--- src/rtl/game_round_ctrl.sv ---
// Timed game round sequencer: 1 Hz prescaler, ready countdown, pausable play
// window, hit scoring with saturation and a session high score.
module game_round_ctrl #(
    parameter int TICK_DIV      = 100000000,
    parameter int READY_SECONDS = 3,
    parameter int PLAY_SECONDS  = 30,
    parameter int SEC_W         = 6,
    parameter int SCORE_W       = 8
) (
    input  logic               clock,
    input  logic               reset,
    input  logic               start,
    input  logic               pause,
    input  logic               hit,
    output logic [2:0]         state,
    output logic [SEC_W-1:0]   seconds_left,
    output logic [SCORE_W-1:0] score,
    output logic [SCORE_W-1:0] high_score,
    output logic               playing,
    output logic               round_done,
    output logic               tick
);

    // state   | meaning
    // IDLE    | waiting for start, prescaler stopped
    // READY   | pre-round countdown, hits ignored
    // PLAY    | play window running, hits scored
    // PAUSE   | play window frozen, prescaler holds
    // OVER    | round finished, waiting for start
    typedef enum logic [2:0] {
        ST_IDLE  = 3'd0,
        ST_READY = 3'd1,
        ST_PLAY  = 3'd2,
        ST_PAUSE = 3'd3,
        ST_OVER  = 3'd4
    } state_t;

    localparam int                 PW        = $clog2(TICK_DIV);
    localparam logic [PW-1:0]      PRESC_MAX = PW'(TICK_DIV - 1);
    localparam logic [SEC_W-1:0]   READY_SEC = SEC_W'(READY_SECONDS);
    localparam logic [SEC_W-1:0]   PLAY_SEC  = SEC_W'(PLAY_SECONDS);
    localparam logic [SEC_W-1:0]   SEC_ONE   = SEC_W'(1);
    localparam logic [SCORE_W-1:0] SCORE_MAX = '1;

    state_t             r_state;
    logic [PW-1:0]      r_presc;
    logic [SEC_W-1:0]   r_sec;
    logic [SCORE_W-1:0] r_score;
    logic [SCORE_W-1:0] r_high;
    logic               r_playing;
    logic               r_done;
    logic               r_tick;

    logic               w_running;
    logic               w_tick_evt;
    logic               w_last_sec;
    logic [SCORE_W-1:0] w_score_inc;
    logic [SCORE_W-1:0] w_score_hit;

    assign w_running   = (r_state == ST_READY) || (r_state == ST_PLAY);
    assign w_tick_evt  = w_running && (r_presc == PRESC_MAX);
    assign w_last_sec  = (r_sec == SEC_ONE);
    assign w_score_inc = (r_score == SCORE_MAX) ? r_score : r_score + 1'b1;
    // Score including a hit in this cycle, so a hit on the final tick still counts
    assign w_score_hit = (r_state == ST_PLAY && hit) ? w_score_inc : r_score;

    always_ff @(posedge clock or negedge reset) begin
        if (!reset) begin
            r_state   <= ST_IDLE;
            r_presc   <= '0;
            r_sec     <= '0;
            r_score   <= '0;
            r_high    <= '0;
            r_playing <= 1'b0;
            r_done    <= 1'b0;
            r_tick    <= 1'b0;
        end else begin
            r_done <= 1'b0;
            r_tick <= w_tick_evt;
            if (w_running) begin
                r_presc <= w_tick_evt ? '0 : r_presc + 1'b1;
            end

            case (r_state)
                ST_IDLE, ST_OVER: begin
                    if (start) begin
                        r_state <= ST_READY;
                        r_sec   <= READY_SEC;
                        r_score <= '0;
                        r_presc <= '0;
                    end
                end
                ST_READY: begin
                    if (w_tick_evt) begin
                        if (w_last_sec) begin
                            r_state   <= ST_PLAY;
                            r_sec     <= PLAY_SEC;
                            r_playing <= 1'b1;
                        end else begin
                            r_sec <= r_sec - 1'b1;
                        end
                    end
                end
                ST_PLAY: begin
                    r_score <= w_score_hit;
                    if (w_tick_evt && w_last_sec) begin
                        r_state   <= ST_OVER;
                        r_sec     <= '0;
                        r_playing <= 1'b0;
                        r_done    <= 1'b1;
                        if (w_score_hit > r_high) begin
                            r_high <= w_score_hit;
                        end
                    end else begin
                        if (w_tick_evt) begin
                            r_sec <= r_sec - 1'b1;
                        end
                        if (pause) begin
                            r_state   <= ST_PAUSE;
                            r_playing <= 1'b0;
                        end
                    end
                end
                ST_PAUSE: begin
                    // Abort wins over resume if both arrive together
                    if (start) begin
                        r_state <= ST_IDLE;
                        r_sec   <= '0;
                    end else if (pause) begin
                        r_state   <= ST_PLAY;
                        r_playing <= 1'b1;
                    end
                end
                default: begin
                    r_state   <= ST_IDLE;
                    r_playing <= 1'b0;
                end
            endcase
        end
    end

    assign state        = r_state;
    assign seconds_left = r_sec;
    assign score        = r_score;
    assign high_score   = r_high;
    assign playing      = r_playing;
    assign round_done   = r_done;
    assign tick         = r_tick;

endmodule

--- config.mk ---
export PLATFORM = sky130hd
export DESIGN_NAME = game_round_ctrl
export DESIGN_NICKNAME = d
export VERILOG_FILES = /design/src/rtl/game_round_ctrl.sv
export SDC_FILE = /design/constraint.sdc
export NUM_CORES = 1
export LEC_CHECK = 0
export ABC_AREA = 1
export ABC_CLOCK_PERIOD_IN_PS = 5400
export BUFFER_PORTS_ARGS = -buffer_cell sky130_fd_sc_hd__buf_2
export CORE_ASPECT_RATIO = 1.5
export CORE_MARGIN = 2
export CORE_UTILIZATION = 60
export CTS_CLUSTER_DIAMETER = 100
export CTS_CLUSTER_SIZE = 8
export DETAILED_ROUTE_END_ITERATION = 16
export PLACE_DENSITY = 0.88
export RECOVER_POWER = 50
export SLEW_MARGIN = 15
export SYNTH_ARGS = -nofsm -noshare
export SYNTH_HDL_FRONTEND = slang
export SYNTH_SLANG_ARGS = --single-unit
--- constraint.sdc ---
create_clock -name clock -period 5.4 [get_ports clock]
set_input_delay 1.08 -clock clock [delete_from_list [all_inputs] [get_ports clock]]
set_output_delay 1.08 -clock clock [all_outputs]
set_load 0.005 [all_outputs]
## After elaboration in Yosys (flattened, before gate mapping)

Index checks and enable logic that the tools add are counted.

| word-level totals | value |
|---|---|
| register bits after elaboration | 55 |
| latch bits | 0 |
| bits in writable memories | 0 |
| bits in read-only memories | 0 |
| input bits | 5 |
| output and inout bits | 28 |
| logic and storage cells | 74 |
| memories kept | 0 |

| cells by class | value |
|---|---|
| add/sub/neg operators | 3 |
| multiply operators | 0 |
| divide/modulo/power cells | 0 |
| order comparisons | 1 |
| equal/unequal tests | 16 |
| shifts and indexed selects | 0 |
| multiplexer cells | 32 |
| bitwise operators | 1 |
| reductions and logical operators | 13 |

Operators by type and width:

| operator | count |
|---|---|
| two-way mux 27 bit | 4 |
| two-way mux 6 bit | 6 |
| adder 27 x 1 -> 27 bit, second input constant | 1 |
| == test 27 bit, second input constant | 1 |
| two-way mux 8 bit | 3 |
| one-hot mux 6 bit (4 select lines) | 1 |
| two-way mux 3 bit | 7 |
| one-hot mux 8 bit (2 select lines) | 1 |
| != test 2 bit, second input constant | 6 |
| one-hot mux 3 bit (4 select lines) | 1 |
| AND reduction 5 bit | 2 |
| adder 8 x 1 -> 8 bit, second input constant | 1 |
| == test 8 bit, second input constant | 1 |
| greater-than comparator 8 bit | 1 |
| two-way mux 1 bit | 8 |
| == test 3 x 2 -> 1 bit, second input constant | 2 |
| == test 6 x 1 -> 1 bit, second input constant | 1 |
| != test 3 x 2 -> 1 bit, second input constant | 2 |
| AND reduction 6 bit | 1 |
| subtractor 6 x 1 -> 6 bit, second input constant | 1 |
| one-hot mux 1 bit (4 select lines) | 1 |
| nonzero test 4 bit | 1 |
| == test 3 x 1 -> 1 bit, second input constant | 1 |
| == test 3 bit, second input constant | 1 |
| other kinds (9) | 11 |

## Longest topological paths before layout

Gate-level depths: netlist of run 1.

| depth | value |
|---|---|
| depth in word-level cells | 7 |
| mapped depth | 19 |
| depth with buffers taken out | 18 |

## Worst setup path before layout of run 1

Ideal clock, no wire load.

| path | value |
|---|---|
| path type | input-to-reg |
| start point | input port hit |
| end point | register r_high[3], in the netlist high_score[3] |
| setup time | 0.130 ns |
| arrival time | 3.045 ns |
| required time | 5.270 ns |
| path slack | 2.225 ns |
| stages | 14 |
| buffers on the path | 1 |
| path through | inv_1 > nor2_2 > nand2_1 > o21ai_0 > inv_1 > ha_1 > nand2_1 > o21ai_0 > nor2_1 > a21oi_1 > nand2_4 > buf_6 > nand2_1 > o21ai_2 |

| on the way | value |
|---|---|
| word-level cells in the longest chain between the ends | 4 |

RTL lines:

| what | line | RTL |
|---|---|---|
| start, declared | 14 | `input logic hit,` |
| logical AND 1 bit | 65 | `assign w_score_hit = (r_state == ST_PLAY && hit) ? w_score_inc : r_score;` |
| two-way mux 8 bit | 65 |  |
| via w_score_hit[6] | 58 | `logic [SCORE_W-1:0] w_score_hit;` |
| greater-than comparator 8 bit | 111 | `if (w_score_hit > r_high) begin` |
| AND reduction 3 bit (no line) | n/a |  |
| end signal, assigned | 112 | `r_high <= w_score_hit;` |
| end, declared | 49 | `logic [SCORE_W-1:0] r_high;` |

The timed path passes the listed nets, and every way through them passes these cells.
A chain may end at the register's enable or synchronous reset.

## Final worst setup path of run 1

| path | value |
|---|---|
| start point | register r_state[0], in the netlist state[0] |
| end point | register r_high[1], in the netlist high_score[1] |

| on the way | value |
|---|---|
| word-level cells in the longest chain between the ends | 5 |
| elaborated cells on any way between the ends | 9 |
| classes of those cells | 1 x order compare; 2 x eq/ne; 1 x mux; 5 x reduce/logical |

RTL lines:

| what | line | RTL |
|---|---|---|
| start, declared | 45 | `state_t r_state;` |
| start signal, assigned | 69 | `r_state <= ST_IDLE;` |
| start signal, assigned | 87 | `r_state <= ST_READY;` |
| start signal, assigned | 96 | `r_state <= ST_PLAY;` |
| == test 3 x 2 -> 1 bit (*) | 65 |  |
| logical AND 1 bit (*) | 65 |  |
| two-way mux 8 bit (*) | 65 |  |
| via w_score_hit[1] | 58 |  |
| greater-than comparator 8 bit | 111 |  |
| AND reduction 3 bit (no line) | n/a |  |

Mark *: on every way through the listed nets, which the timed path passes. The rest lies on a longest branch.

==> results of run 1 <==
[critical path, stage by stage (launching register included)]
cell and delay [ns]:
dfrtp_1 0.48, inv_2 0.09, nand3_1 0.44, nor2_1 0.60
nand2_1 0.22, o21ai_0 0.41, inv_1 0.09, ha_1 0.30
a21oi_1 0.06, o21ai_0 0.13, nand2_1 0.07, a21oi_1 0.31
nand2_4 0.19, nand2_1 0.12, o21ai_2 0.06
[registers in the layout, indices dropped and copies added, names as in the netlist]
signal and cells:
playing 1, seconds_left 6, r_presc 27, state 3, tick 1, high_score 8
score 8, round_done 1
[where the power goes]
part / internal [mW] / switching (mW) / total (mW)
Combinational: 0.213 / 0.440 / 0.653
Clock: 0.185 / 0.136 / 0.322
Sequential: 0.473 / 0.0703 / 0.543
[cells in the mapped netlist (all sizes together) (2+ instances only)]
cell	number	share of area [%]
dfrtp	55	40
a21oi	24	3.5
o21ai	32	5.1
nor3b	4	0.86
inv	74	8.0
ha	12	4.3
nor2	62	7.3
nand3	46	7.5
xor2	8	2.0
xnor2	3	0.76
nand4	13	2.3
nand2	123	14
nor3	11	1.6
o22ai	4	0.72
o21a	2	0.43
buf	5	0.94
[final cells by class]
| type | instances | area [µm²] |
|---|---|---|
| fill | 548 | 1910 |
| multi-input combinational | 349 | 1750 |
| sequential | 55 | 1380 |
| inverter | 74 | 278 |
| timing repair buffer | 33 | 161 |
| tap | 72 | 90.1 |
| clock buffer | 6 | 72.6 |
| clock inverter | 2 | 60.1 |
[through the flow]
step / hold slack, ns / utilization [%]
detailed placement: 0.487 / 64.9
floorplan: 0.464 / -
global placement: 0.458 / 64.9
finish: 0.507 / 66.5
CTS: 0.512 / 67.2
global route: 0.543 / 66.5
[logic make-up (layout without fill, tap and decap cells)]
logic type                 count (synthesis)  in the layout
and+or+nand+nor                          261            261
buffers and inverters                     79            115
adders and majority gates                 12             12
AOI/OAI and AO/OA                         65             65
xor gates and xnor gates                  11             11
DFF                                       55             55
[worst max path at each step]
stage | end | startpoint | depth (start not counted) | slack (ns)
floorplan | high_score[3] | hit | 14 | 2.23
global placement | high_score[4] | hit | 14 | 2.00
detailed placement | high_score[1] | hit | 14 | 1.83
CTS | high_score[1] | hit | 14 | 2.15
global route | state[0] | reset | 2 | 1.23
finish | high_score[1] | state[0] | 14 | 1.70
[metal layers]
| layer | vias to the layer above | wire, µm | track usage, % |
|---|---|---|---|
| met3 | 14 | 260 | 2.55 |
| met2 | 83 | 4350 | 49.2 |
| li1 | 1622 | - | - |
| met5 | - | 0 | 0 |
| met4 | 0 | 157 | 9.11 |
| met1 | 1533 | 3200 | 29.3 |
==> results.cfg, run 1 <==
[yosys]
synth_top_family_by_area = simple AND/OR/NAND/NOR gates
synth_seq_cells = 55
synth.distinct_cells = 33
synth_warnings = 0
synth_compound_area_share_pct = 10.4
synth_edf_count = 0
synth_fa_ha_area_share_pct = 4.32
synthFlopType = dfrtp_1
ys_async_sr_fraction_pct = 100
synth_simple_gate_area_share_pct = 33.9
synth_fp_nets = 500
seq_area_frac_synth_pct = 39.6
avgSynthCellArea_um2 = 7.19
syn-cell-area_um2 = 3470
synth_xor_area_share_pct = 2.77
muxShareOfSynthArea_pct = 0
postSynthCellCount = 483

[min_path]
whs_path_depth = 2
whs_endpoint = playing
hold_class = register to register
hp-start = playing

[timing]
maxSlewViolCount = 56
min_period_over_period_pct = 68.4
fmax_mhz = 271
setup_ws_ns = 1.70
relSlewSlack_pct = -99.6
rsz0062_at_grt = no
fin_worst_skew_ns = 0.00732
setup_viol = 0
fin_tns_setup_ns = 0
finalHoldViolations = 0
worst-slew-pin-transition_ns = 2.99
period_needed_ns = 3.70

[clock_network]
clkTransAtPathRegs_ns = 0.10
cts_max_level = 2
post_cts_buffers = 0
clock_path_buffers = 2
cts_made_buffers = 5
cts_hold_buf = 0
cts_sinks = 55
cts_resized = 0
clock_latency_ns = 0.31
cts_tree = built
cts-root-buf = clkbuf_8

[placed_design]
place_congestion = 0.945
dp.cells = 583
placed_area_um2 = 3700
hpwl_um = 6070
io_buffers = 32
dp_slack_ns = 1.83

[global_route]
grt_max_degree = 56
grt.overflow.total = 0
antenna_found_initial = 0
grt_usage_pct = 26.1
grt_pass1_wl_um = 13600
grt_pass1_vias = 3265

[detailed_routing]
ant_nets = 0
wirelength_um = 7970
via_count = 3252
drt_pass1_iterations = 4
vias_per_cell = 5.50
wire_per_inst_um = 13.5
drc = 0
drt_iter0_markers = 162

[power]
p_leak_nw = 1.97
power.total_mw = 1.52
peakVddDrop_mv = 0.267
power.density_nw_per_um2 = 401

[critical_path]
crit_required_ns = 5.60
r2r_cells = 14
r2r-end = high_score[1]
path_max_fanout = 16
r2r-start = state[0]
criticalPathCategory = register to register
crit_arrival_ns = 3.89
cp-end-kind = register
critPathLaunchType = register
rrSetupSlack_ns = 1.70

[layout]
final_cell_mix = nand2_1 (121), inv_1 (71), nor2_1 (60), dfrtp_1 (55), nand3_1 (44)
fin_area_um2 = 3790
drive_gt1_share_pct = 10.2
area_delta_synth_final_pct = 9.04
final_cells = 591
diodes = 0
final_nets = 535
layout_commonest_cell = nand2_1

[floorplan]
coreArea_um2 = 5700
ios = 33
rows = 34
fp.dieH_um = 97.2
dieWidth_um = 66.1
start_util_pct = 61.0
die_area_um2 = 6430

[outcome]
violations = capacitance limit, slew limit
outcome = finished with violations

[job]
drv_cap = 1
No activity file was read; power rests on OpenSTA's default activity.
==> run 2, diff against run 1 <==
- ABC_CLOCK_PERIOD_IN_PS: 5400 -> 3650
- clock period: 5.4 -> 3.65 ns (I/O delays scaled with it)
==> results.cfg, run 2 (synthesis results as in run 1) <==
[detailed_routing]
drt_iter0_markers = 169
wire_per_inst_um = 13.6
drt_pass1_iterations = 4
wirelength_um = 8020
wl_met2_um = 4250
vias_per_cell = 5.51
via_count = 3253
met3_length_um = 248
routedLengthMet1_um = 3190
top_layer = met4
ant_nets = 0
drc = 0

[floorplan]
coreArea_um2 = 5700
start_util_pct = 61.0
fp.dieH_um = 97.2
die_area_um2 = 6430
dieWidth_um = 66.1
ios = 33
rows = 34

[power]
peakVddDrop_mv = 0.461
p_leak_nw = 1.95
power_frac_seq_pct = 37.2
power_switching_mw = 0.974
p_int_mw = 1.18
combPwrFrac_pct = 46.6
switching_share_pct = 45.3
power.density_nw_per_um2 = 569
clock_power_share_pct = 16.3

[clock_network]
clkTransAtPathRegs_ns = 0.10
cts_resized = 0
cts_tree = built
post_cts_buffers = 0
clock_latency_ns = 0.31
cts_sinks = 55
clock_path_buffers = 2
cts_hold_buf = 0
cts_max_level = 2
cts-root-buf = clkbuf_8
cts_made_buffers = 5

[layout]
area_delta_synth_final_pct = 8.68
utilization_pct = 66.2
diodes = 0
largest_register_ffs = 27
top_register = r_presc
final_cell_mix = nand2_1 (119), inv_1 (71), nor2_1 (58), dfrtp_1 (55), nand3_1 (43)
layout_commonest_cell = nand2_1
final_cells = 590
drive_gt1_share_pct = 10.4
fin_area_um2 = 3780
final_nets = 535

[timing]
period_needed_ns = 3.35
rsz0062_at_grt = no
maxSlewViolCount = 30
fin_tns_setup_ns = 0
min_period_over_period_pct = 91.8
finalHoldViolations = 0
fmax_mhz = 298
relSlewSlack_pct = -5.78
worst-slew-pin-transition_ns = 1.59
fin_worst_skew_ns = 0.00969
setup_viol = 0

[critical_path]
criticalPathCategory = register to register
cp-end-kind = register
path_max_fanout = 14
crit_start = score[0]
critPathLaunchType = register
crit_arrival_ns = 3.55
r2r-start = score[0]
crit_required_ns = 3.85

[min_path]
hp-start = playing
hold_class = register to register

[global_route]
grt_max_degree = 30
grt_pass1_vias = 3307
grt.overflow.total = 0
antenna_found_initial = 0
grt_pass1_wl_um = 13600
grt_usage_pct = 26.4

[placed_design]
dp.cells = 583
place_congestion = 0.908
hpwl_um = 6240
io_buffers = 32
placed_area_um2 = 3700

[outcome]
outcome = finished with violations
violations = capacitance limit, slew limit

[job]
drv_cap = 1
## run 2: cell type report
type	count	area [µm²]
clock inverters	1	5.00
inverters	74	278
fillers	508	1920
multi-input cells	349	1790
clock buffers	6	82.6
repair buffers	33	156
flip-flops and latches	55	1380
well taps	72	90.1
## run 2: final timing paths
kind / slack (ns) / endpoint / cells past startpoint
worst min-delay path: 0.48 / playing / 2
min in group asynchronous: 0.80 / score[3] / 1
max in group asynchronous: 0.81 / round_done / 2
worst max-delay path: 0.30 / high_score[0] / 17
worst min register to register: 0.48 / playing / 2
worst max register to register: 0.30 / high_score[0] / 17
## run 2: power by group through the flow
stage | combinational [mW] | clock (mW) | sequential [mW]
final | 1.00 | 0.350 | 0.799
after global routing | 1.14 | 0.373 | 0.815
after CTS | 0.995 | 0.356 | 0.798
after detailed placement | 0.991 | 0 | 0.810
after global placement | 0.953 | 0 | 0.807
after floorplan | 0.733 | 0 | 0.801
## run 2: metrics by stage
stage	setup WS, ns	power (mW)	hold WS, ns
final	0.299	2.15	0.481
after floorplan	0.825	1.53	0.434
after global placement	0.586	1.76	0.459
after global routing	0.0427	2.33	0.495
after detailed placement	0.356	1.80	0.457
after CTS	0.379	2.15	0.458
## run 2: layer usage
metal	GRT usage [%]	vias to the layer above
li1	-	1625
met1	29.8	1509
met2	46.3	89
met3	3.71	30
met4	14.1	0
met5	0	-
## run 2: worst max-delay path, cell delays in order, from the launching register on
cell     delay [ns]
dfrtp_1        0.44
ha_1           0.24
nand2_1        0.10
nor2_1         0.04
nand3_1        0.11
nor2_1         0.07
nand2_1        0.17
nand2_1        0.15
o21ai_0        0.40
inv_1          0.14
ha_1           0.33
a21oi_1        0.07
o21ai_0        0.17
nand2_1        0.07
a21oi_1        0.34
nand2_4        0.20
nand2_1        0.11
o21ai_0        0.09
